===== src/rtl/lift_pkg.sv =====
// Shared definitions for the lift request queue: call codes, button
// indices and the code/index conversion helpers.
package lift_pkg;

    // Number of hall-call buttons (and pending lamp bits).
    localparam int NCALL = 6;

    // Encoded call codes presented to the lift controller.
    localparam logic [2:0] CALL_NONE = 3'b000;
    localparam logic [2:0] CALL_1U   = 3'b001;
    localparam logic [2:0] CALL_2U   = 3'b010;
    localparam logic [2:0] CALL_3U   = 3'b011;
    localparam logic [2:0] CALL_2D   = 3'b110;
    localparam logic [2:0] CALL_3D   = 3'b111;
    localparam logic [2:0] CALL_4D   = 3'b100;

    // Bit positions of each call within btn / req / inq / pending.
    localparam int BTN_1U = 0;
    localparam int BTN_2U = 1;
    localparam int BTN_3U = 2;
    localparam int BTN_2D = 3;
    localparam int BTN_3D = 4;
    localparam int BTN_4D = 5;

    // Button index -> call code. Out-of-range indices map to CALL_NONE.
    function automatic logic [2:0] idx2code(input logic [2:0] idx);
        logic [2:0] code;
        case (idx)
            3'd0:    code = CALL_1U;
            3'd1:    code = CALL_2U;
            3'd2:    code = CALL_3U;
            3'd3:    code = CALL_2D;
            3'd4:    code = CALL_3D;
            3'd5:    code = CALL_4D;
            default: code = CALL_NONE;
        endcase
        return code;
    endfunction

    // Call code -> button index. CALL_NONE (and the unused code 101)
    // map to index 0; callers only use this on a valid head entry.
    function automatic logic [2:0] code2idx(input logic [2:0] code);
        logic [2:0] idx;
        case (code)
            CALL_1U: idx = 3'd0;
            CALL_2U: idx = 3'd1;
            CALL_3U: idx = 3'd2;
            CALL_2D: idx = 3'd3;
            CALL_3D: idx = 3'd4;
            CALL_4D: idx = 3'd5;
            default: idx = 3'd0;
        endcase
        return idx;
    endfunction

endpackage


===== src/rtl/lift_req_fifo.sv =====
// Plain synchronous FIFO holding 3-bit call codes. A push while full is
// accepted only when a pop happens on the same edge (the slot being
// freed is the one being written). Read data is the head entry, taken
// straight from registered storage.
module lift_req_fifo #(
    parameter  int DEPTH = 4,
    localparam int PW    = $clog2(DEPTH)
) (
    input  logic       clk,
    input  logic       rst,
    input  logic       push,
    input  logic [2:0] wdata,
    input  logic       pop,
    output logic [2:0] rdata,
    output logic       empty,
    output logic       full
);

    logic [2:0]    r_mem [DEPTH];
    logic [PW-1:0] r_wptr;
    logic [PW-1:0] r_rptr;
    logic [PW:0]   r_count;

    logic w_wr;
    logic w_rd;

    assign empty = (r_count == '0);
    assign full  = (r_count == (PW+1)'(DEPTH));
    assign rdata = r_mem[r_rptr];

    // Qualified write/read strobes; pop on empty is ignored.
    assign w_rd = pop & ~empty;
    assign w_wr = push & (~full | w_rd);

    // Storage, pointers (wrap naturally, DEPTH is a power of 2) and count.
    always_ff @(posedge clk or posedge rst) begin
        if (rst) begin
            for (int i = 0; i < DEPTH; i++) begin
                r_mem[i] <= 3'b000;
            end
            r_wptr  <= '0;
            r_rptr  <= '0;
            r_count <= '0;
        end else begin
            if (w_wr) begin
                r_mem[r_wptr] <= wdata;
                r_wptr        <= r_wptr + 1'b1;
            end
            if (w_rd) begin
                r_rptr <= r_rptr + 1'b1;
            end
            case ({w_wr, w_rd})
                2'b10:   r_count <= r_count + 1'b1;
                2'b01:   r_count <= r_count - 1'b1;
                default: r_count <= r_count;
            endcase
        end
    end

endmodule


===== src/rtl/lift_req_queue.sv =====
// Lift request queue: latches hall-call presses, de-duplicates them
// against waiting (req) and queued (inq) calls, pushes one call per
// cycle in fixed priority (lowest button index first) into a FIFO, and
// presents the head call to the lift controller.
//
// Handshake with the lift controller: din/q_empty are driven from
// registered state only. The controller raises done when it can take a
// call; an entry is consumed on a rising edge where done=1 and
// q_empty=0. done while q_empty=1 has no effect.
//
// Optional build macro LIFT_REQ_STATS_EN adds stat_dup, a saturating
// count of coalesced (dropped duplicate) button presses.
import lift_pkg::*;

module lift_req_queue #(
    parameter int DEPTH = 4
) (
    input  logic       clk,
    input  logic       rst,
    input  logic [5:0] btn,
    input  logic       done,
    output logic [2:0] din,
    output logic       q_empty,
    output logic       full,
    output logic [5:0] pending
`ifdef LIFT_REQ_STATS_EN
    ,
    output logic [7:0] stat_dup
`endif
);

    logic [5:0] r_req;
    logic [5:0] r_inq;

    logic [2:0] w_head;
    logic       w_empty;
    logic       w_full;
    logic       w_pop;
    logic [5:0] w_popbit;
    logic [5:0] w_new;
    logic [2:0] w_sel;
    logic [5:0] w_selbit;
    logic       w_push;
    logic [2:0] w_push_code;

    lift_req_fifo #(
        .DEPTH (DEPTH)
    ) u_fifo (
        .clk   (clk),
        .rst   (rst),
        .push  (w_push),
        .wdata (w_push_code),
        .pop   (w_pop),
        .rdata (w_head),
        .empty (w_empty),
        .full  (w_full)
    );

    // The head call's lamp bit clears on the edge it is consumed.
    assign w_pop    = done & ~w_empty;
    assign w_popbit = w_pop ? (6'(1) << code2idx(w_head)) : 6'b000000;

    // Presses already waiting or queued (and not leaving this edge) are
    // coalesced; a press of the call being popped counts as a new call.
    assign w_new = btn & ~r_req & ~(r_inq & ~w_popbit);

    // Priority select: lowest set bit of the registered waiting set.
    always_comb begin
        w_sel = 3'd0;
        for (int i = NCALL - 1; i >= 0; i--) begin
            if (r_req[i]) begin
                w_sel = 3'(i);
            end
        end
    end

    // A slot is available if the FIFO has room or one is freed this edge.
    assign w_push      = (|r_req) & (~w_full | w_pop);
    assign w_selbit    = w_push ? (6'(1) << w_sel) : 6'b000000;
    assign w_push_code = idx2code(w_sel);

    // Waiting/queued bookkeeping; req and inq stay disjoint.
    always_ff @(posedge clk or posedge rst) begin
        if (rst) begin
            r_req <= 6'b000000;
            r_inq <= 6'b000000;
        end else begin
            r_req <= (r_req | w_new) & ~w_selbit;
            r_inq <= (r_inq & ~w_popbit) | w_selbit;
        end
    end

    assign din     = w_empty ? CALL_NONE : w_head;
    assign q_empty = w_empty;
    assign full    = w_full;
    assign pending = r_req | r_inq;

`ifdef LIFT_REQ_STATS_EN
    logic [7:0] r_stat;
    logic [5:0] w_dup;
    logic [2:0] w_dup_cnt;
    logic [8:0] w_stat_sum;

    assign w_dup = btn & ~w_new;

    // Number of coalesced button bits this cycle (0..6).
    always_comb begin
        w_dup_cnt = 3'd0;
        for (int i = 0; i < NCALL; i++) begin
            w_dup_cnt = w_dup_cnt + 3'(w_dup[i]);
        end
    end

    assign w_stat_sum = {1'b0, r_stat} + 9'(w_dup_cnt);

    // Saturating duplicate-press counter, holds at 255.
    always_ff @(posedge clk or posedge rst) begin
        if (rst) begin
            r_stat <= 8'd0;
        end else if (w_stat_sum[8]) begin
            r_stat <= 8'hFF;
        end else begin
            r_stat <= w_stat_sum[7:0];
        end
    end

    assign stat_dup = r_stat;
`endif

endmodule


===== config.mk =====
export PLATFORM = sky130hd
export DESIGN_NAME = lift_req_queue
export DESIGN_NICKNAME = d
export VERILOG_FILES = /design/src/rtl/lift_pkg.sv /design/src/rtl/lift_req_fifo.sv /design/src/rtl/lift_req_queue.sv
export SDC_FILE = /design/constraint.sdc
export NUM_CORES = 1
export LEC_CHECK = 0
export BUFFER_PORTS_ARGS = -buffer_cell sky130_fd_sc_hd__buf_4
export CORE_MARGIN = 4
export CORE_UTILIZATION = 55
export DETAILED_ROUTE_END_ITERATION = 10
export PLACE_DENSITY = 0.78
export SLEW_MARGIN = 20
export SYNTH_ARGS = -nofsm -noshare
export SYNTH_HDL_FRONTEND = slang
export SYNTH_SLANG_ARGS = --single-unit

===== constraint.sdc =====
create_clock -name clk -period 2.6 [get_ports clk]
set_input_delay 0.52 -clock clk [delete_from_list [all_inputs] [get_ports clk]]
set_output_delay 0.52 -clock clk [all_outputs]
set_load 0.02 [all_outputs]

==> flow_metrics.env, run 1 <==
export IMPL_reg2reg_slack_ps=200
export IMPL_syn_nets=155
export IMPL_rsz0062_at_grt="false"
export IMPL_crit_type="flip-flop to flip-flop"
export IMPL_fp_row_count=19
export IMPL_p_leak_nw=0.878
export IMPL_wl_um=3300
export IMPL_min_period_ps=2400
export IMPL_crit_path_start_kind="flip-flop"
export IMPL_r2r_end="u_fifo.r_count[2]"
export IMPL_ys_async_sr_fraction_pct=100
export IMPL_synth_main_ff_cell="dfrtp_1"
export IMPL_worstPathArrival_ps=2660
export IMPL_multi_input_comb_area_um2=797
export IMPL_postCtsSetupBuffers=0
export IMPL_setup_viol=0
export IMPL_ys_types=45
export IMPL_layout_commonest_cell="dfrtp_1"
export IMPL_nets=181
export IMPL_regArea_um2=776
export IMPL_drtAntennaViolNets=0
export IMPL_final_cell_mix="31 x dfrtp_1, 22 x buf_4, 12 x inv_1, 12 x mux2_2, 11 x nand2_1"
export IMPL_required_ps=2860
export IMPL_status="completed"
export IMPL_slew_viol_final=0
export IMPL_power_mw=2.79
export IMPL_yosysWarnings=0
export IMPL_max_slew_margin_pct=69.6
export IMPL_wl_per_cell_um=16.7
export IMPL_reg2reg_depth=9
export IMPL_numPortBuffers=19
export IMPL_area_growth_pct=15.7
export IMPL_grt_max_degree=32
export IMPL_die_x_um=62.6
export IMPL_peakVddDrop_v=0.000688
export IMPL_syn_area_um2=1640
export IMPL_drive_gt1_share_pct=35.3
export IMPL_setup_tns_ps=0
export IMPL_tightest_slew_ps=451
export IMPL_rr_startpoint="r_req[3]"
export IMPL_synthCells=140
export IMPL_cp_startpoint="r_req[3]"
export IMPL_hp_class="input pin to asynchronous set/reset pin"
export IMPL_cts_root_buf="clkbuf_4"
export IMPL_ios=20
export IMPL_max_freq_mhz=416
export IMPL_hpwl_um=2510
export IMPL_fillers=210
export IMPL_final_hold_violation_count=0
export IMPL_grt_ovfl_total=0
export IMPL_clkTransAtPathRegs_ps=110
export IMPL_hold_buffers=0
export IMPL_drt_initial_drc_count=84
export IMPL_dr_pass1_iters=4
export IMPL_coreArea_um2=2810
export IMPL_dieArea_um2=3920
export IMPL_critPathCapture="u_fifo.r_count[2]"
export IMPL_seq_area_frac_synth_pct=47.4
export IMPL_antenna_found_initial=0
export IMPL_clk_path_buf_depth=2
export IMPL_syn_avg_cell_area_um2=11.7
export IMPL_timing_final_crit_share_pct=92.4
export IMPL_cts_resized=0
export IMPL_avgViaCountPerCell=5.90
export IMPL_gp_congestion=0.909
export IMPL_grt_pass1_vias=1207
export IMPL_vias=1169
export IMPL_powerDensity_nw_per_um2=1470
export IMPL_grt_pass1_wl_um=5680
export IMPL_initial_utilization_pct=58.4
export IMPL_endpoint_kind="flip-flop"
export IMPL_cts_tree="done"
export IMPL_die_y_um=62.6
export IMPL_route_detailed_drc=0
export IMPL_grt_usage_pct=18.7
export IMPL_max_cap_violations=0
export IMPL_htreeDepth=2
export IMPL_synth_edff_count=0
export IMPL_antenna_cells=0
export IMPL_fin_skew_ps=16.0
export IMPL_clk_latency_ps=340
export IMPL_clkSinkCount=31
export IMPL_ys_ff_latch=31
export IMPL_cp_max_fo=8
export IMPL_cts_buffers=5
## metal layers
metal	global-route usage [%]	routed length, µm	part of all wire (%)
met5	0	0	0
met4	10.2	87	2.6
met3	4.50	174	5.3
met2	32.0	1680	51
met1	21.4	1350	41
## cells in the mapped netlist (all sizes together), types with 2 or more instances
library cell | instances | area [µm²]
a21oi | 6 | 33.8
nor2b | 3 | 18.8
o21ai | 6 | 30.0
mux4 | 3 | 67.6
nand3b | 2 | 27.5
nand2 | 11 | 41.3
or2 | 6 | 37.5
a22o | 2 | 18.8
buf | 2 | 16.3
nor2 | 7 | 26.3
mux2 | 12 | 135
inv | 12 | 45.0
a31o | 2 | 17.5
xnor2 | 3 | 26.3
nor3 | 2 | 10.0
a21boi | 2 | 18.8
xor2 | 3 | 26.3
ha | 5 | 62.6
dfrtp | 31 | 776
## report_power, final
| group | switching [mW] | internal, mW | leakage (nW) | total, mW |
|---|---|---|---|---|
| Sequential | 0.219 | 0.727 | 0.359 | 0.946 |
| Combinational | 0.774 | 0.741 | 0.481 | 1.51 |
| Clock | 0.175 | 0.158 | 0.0375 | 0.333 |
| Total | 1.17 | 1.63 | 0.878 | 2.79 |
## area by class of cell
cell class              instances  share of cell area [%]
clock inverters                 1                   0.396
flip-flops and latches         31                    41.0
repair buffers                 22                    8.72
inverters                      12                    2.38
well taps                      31                    2.05
multi-input cells              94                    42.1
clock buffers                   7                    3.43
## kinds of logic after synthesis
kind of cell	count (synthesis)	share of synthesized area, %
xor gates and xnor gates	6	3.21
DFF	31	47.4
adders and majority gates	6	5.04
and+or+nand+nor	39	15.1
AOI/OAI and AO/OA	27	12.3
buffers and inverters	15	3.97
muxes	16	13.0
## registers in the layout, indices dropped and copies added, names as in the netlist
| signal | count |
|---|---|
| r_inq | 6 |
| u_fifo.r_rptr | 2 |
| u_fifo.r_count | 3 |
| u_fifo.r_wptr | 2 |
| r_req | 6 |
| u_fifo.r_mem | 12 |
## per-stage QoR
stage / area (µm²) / hold WS, ps / utilization (%) / instances / setup WS [ps]
3_5_place_dp: 1820 / 488 / 64.9 / 190 / 240
5_1_grt: 1890 / 289 / 67.5 / 198 / 27.3
2_1_floorplan: 1640 / 449 / - / 140 / 454
3_3_place_gp: 1820 / 469 / 64.9 / 190 / 384
6_report: 1890 / 239 / 67.5 / 198 / 198
4_1_cts: 1890 / 251 / 67.5 / 198 / 213
## worst min path at each step
stage / from / end / slack, ps / depth (start not counted)
after global placement: r_inq[0] / r_req[0] / 470 / 1
after global routing: rst / u_fifo.r_mem[7] / 290 / 3
after floorplan: r_inq[0] / r_req[0] / 450 / 1
final: rst / u_fifo.r_rptr[1] / 240 / 3
after CTS: rst / u_fifo.r_rptr[1] / 250 / 3
after detailed placement: r_inq[0] / r_req[0] / 490 / 1
## worst max-delay path, stage by stage (launching register included)
cell and delay, ps:
dfrtp_1 460, nor4_1 460, a21oi_2 210, inv_1 100, ha_1 170, inv_1 60, fa_1 370, xor2_1 150
nor2_1 140, xor2_1 190
Note: power is estimated with default switching activity, not from simulation.
==> inputs of run 2 (changes only) <==
--- a/config.mk
+++ b/config.mk
@@ -5,7 +5,7 @@
 export SDC_FILE = /design/constraint.sdc
 export NUM_CORES = 1
 export LEC_CHECK = 0
-export BUFFER_PORTS_ARGS = -buffer_cell sky130_fd_sc_hd__buf_4
+export BUFFER_PORTS_ARGS = -buffer_cell sky130_fd_sc_hd__buf_2
 export CORE_MARGIN = 4
 export CORE_UTILIZATION = 55
 export DETAILED_ROUTE_END_ITERATION = 10
==> flow_metrics.env, run 2 (synthesized netlist as in run 1, its figures left out) <==
export IMPL_gp_congestion=0.875
export IMPL_fillers=222
export IMPL_cp_buffers_inverters=2
export IMPL_vias=1145
export IMPL_crit_chain="nor4_1, a21oi_2, inv_1, ha_1, inv_1, fa_1, xor2_1, nor2_1, xor2_1"
export IMPL_clk_path_buf_depth=2
export IMPL_regMostFlops="u_fifo.r_mem"
export IMPL_timing_final_crit_share_pct=91.6
export IMPL_required_ps=2860
export IMPL_hp_class="input pin to asynchronous set/reset pin"
export IMPL_wl_um=3180
export IMPL_max_cap_violations=0
export IMPL_area_growth_pct=11.8
export IMPL_nets=181
export IMPL_cts_root_buf="clkbuf_4"
export IMPL_crit_path_top_delay_cell="nor4_1"
export IMPL_tightest_slew_ps=525
export IMPL_p_leak_nw=0.856
export IMPL_grt_usage_pct=18.5
export IMPL_hpwl_um=2460
export IMPL_layout_commonest_cell="dfrtp_1"
export IMPL_drt_initial_drc_count=108
export IMPL_slew_viol_final=0
export IMPL_internal_power_mw=1.54
export IMPL_max_freq_mhz=420
export IMPL_max_slew_margin_pct=64.6
export IMPL_wl_per_cell_um=16.1
export IMPL_rsz0062_at_grt="false"
export IMPL_placed_area_um2=1770
export IMPL_peakVddDrop_v=0.000705
export IMPL_initial_utilization_pct=58.4
export IMPL_stdcell_area_um2=1830
export IMPL_route_detailed_drc=0
export IMPL_cts_buffers=5
export IMPL_hold_buffers=0
export IMPL_grt_pass1_wl_um=5620
export IMPL_min_period_ps=2380
export IMPL_coreArea_um2=2810
export IMPL_setup_viol=0
export IMPL_die_y_um=62.6
export IMPL_combPwrFrac_pct=54.0
export IMPL_avgViaCountPerCell=5.81
export IMPL_p_sw_share_pct=42.4
export IMPL_fin_skew_ps=12.0
export IMPL_drtAntennaViolNets=0
export IMPL_worstPathArrival_ps=2640
export IMPL_dr_pass1_iters=4
export IMPL_numPortBuffers=19
export IMPL_antenna_found_initial=0
export IMPL_crit_family="simple AND/OR/NAND/NOR gates"
export IMPL_clk_latency_ps=330
export IMPL_final_hold_violation_count=0
export IMPL_cp_max_fo=8
export IMPL_clkPwrFrac_pct=10.6
export IMPL_clkTransAtPathRegs_ps=100
export IMPL_dieArea_um2=3920
export IMPL_powerDensity_nw_per_um2=1460
export IMPL_grt_ovfl_total=0
export IMPL_place_ws_ps=248
export IMPL_power_frac_seq_pct=35.4
export IMPL_crit_path_max_incr_delay_ps=520
export IMPL_crit_type="flip-flop to flip-flop"
export IMPL_largest_reg_flops=12
export IMPL_setup_tns_ps=0
export IMPL_htreeDepth=2
export IMPL_cts_tree="done"
export IMPL_grt_max_degree=32
export IMPL_reg_top3="u_fifo.r_mem (12), r_inq (6), r_req (6)"
export IMPL_clkSinkCount=31
export IMPL_ios=20
export IMPL_worst_slack_ps=218
export IMPL_drive_gt1_share_pct=34.9
export IMPL_postCtsSetupBuffers=0
export IMPL_fp_row_count=19
export IMPL_final_cell_mix="31 x dfrtp_1, 19 x buf_2, 12 x inv_1, 12 x mux2_2, 11 x nand2_1"
export IMPL_cts_resized=0
export IMPL_status="completed"
export IMPL_endpoint_kind="flip-flop"
export IMPL_crit_path_start_kind="flip-flop"
export IMPL_grt_pass1_vias=1203
export IMPL_antenna_cells=0
export IMPL_die_x_um=62.6
export IMPL_p_switching_mw=1.13
## run 2: cell types whose count changed in the layout (fill, tap and decap cells not counted), sizes merged
cell	before	now
clkbuf	7	6
clkinv	0	1
clkinvlp	1	0
## run 2: power groups by stage
stage | Sequential (mW) | Clock, mW | Combinational [mW]
after detailed placement | 0.951 | 0 | 1.45
final | 0.944 | 0.283 | 1.44
after floorplan | 0.873 | 0 | 1.17
after global placement | 0.929 | 0 | 1.39
after global routing | 0.974 | 0.325 | 1.58
after CTS | 0.941 | 0.294 | 1.45
## run 2: layout make-up
| class | count | area [µm²] | area share (%) |
|---|---|---|---|
| clock inverters | 1 | 5.00 | 0.273 |
| well taps | 31 | 38.8 | 2.12 |
| multi-input cells | 94 | 797 | 43.5 |
| repair buffers | 22 | 118 | 6.43 |
| inverters | 12 | 45.0 | 2.46 |
| flip-flops and latches | 31 | 776 | 42.4 |
| clock buffers | 6 | 51.3 | 2.80 |
## run 2: metal layers
layer | share of wire [%] | global-route usage, % | vias to the layer above
met3 | 4.0 | 6.47 | 5
met1 | 44 | 22.2 | 573
met4 | 1.2 | 7.44 | 0
li1 | - | - | 546
met5 | 0 | 0 | -
met2 | 51 | 30.4 | 21
## run 2: path summary, 6_finish.rpt
path,start,endpoint,slack [ps],cells past startpoint
max reg2reg,r_req[3],u_fifo.r_count[2],220,9
max,r_req[3],u_fifo.r_count[2],220,9
max in group asynchronous,rst,u_fifo.r_mem[6],2050,3
min,rst,u_fifo.r_count[2],240,3
min reg2reg,r_inq[0],r_req[0],500,1
min in group clk,btn[2],r_req[2],430,2
## run 2: worst register-to-register path, cell delays in order, from the launching register on
cell and delay (ps):
dfrtp_1 460, nor4_1 520, a21oi_2 210, inv_1 100, ha_1 180, inv_1 60, fa_1 370, xor2_1 150
nor2_1 110, xor2_1 150
## run 2: stage by stage
step	utilization (%)	instances	total power, mW	hold WS (ps)
after detailed placement	63.2	190	2.40	488
after CTS	65.3	197	2.69	245
after global placement	63.2	190	2.32	467
after global routing	65.3	197	2.88	291
after floorplan	-	140	2.04	449
final	65.3	197	2.67	244
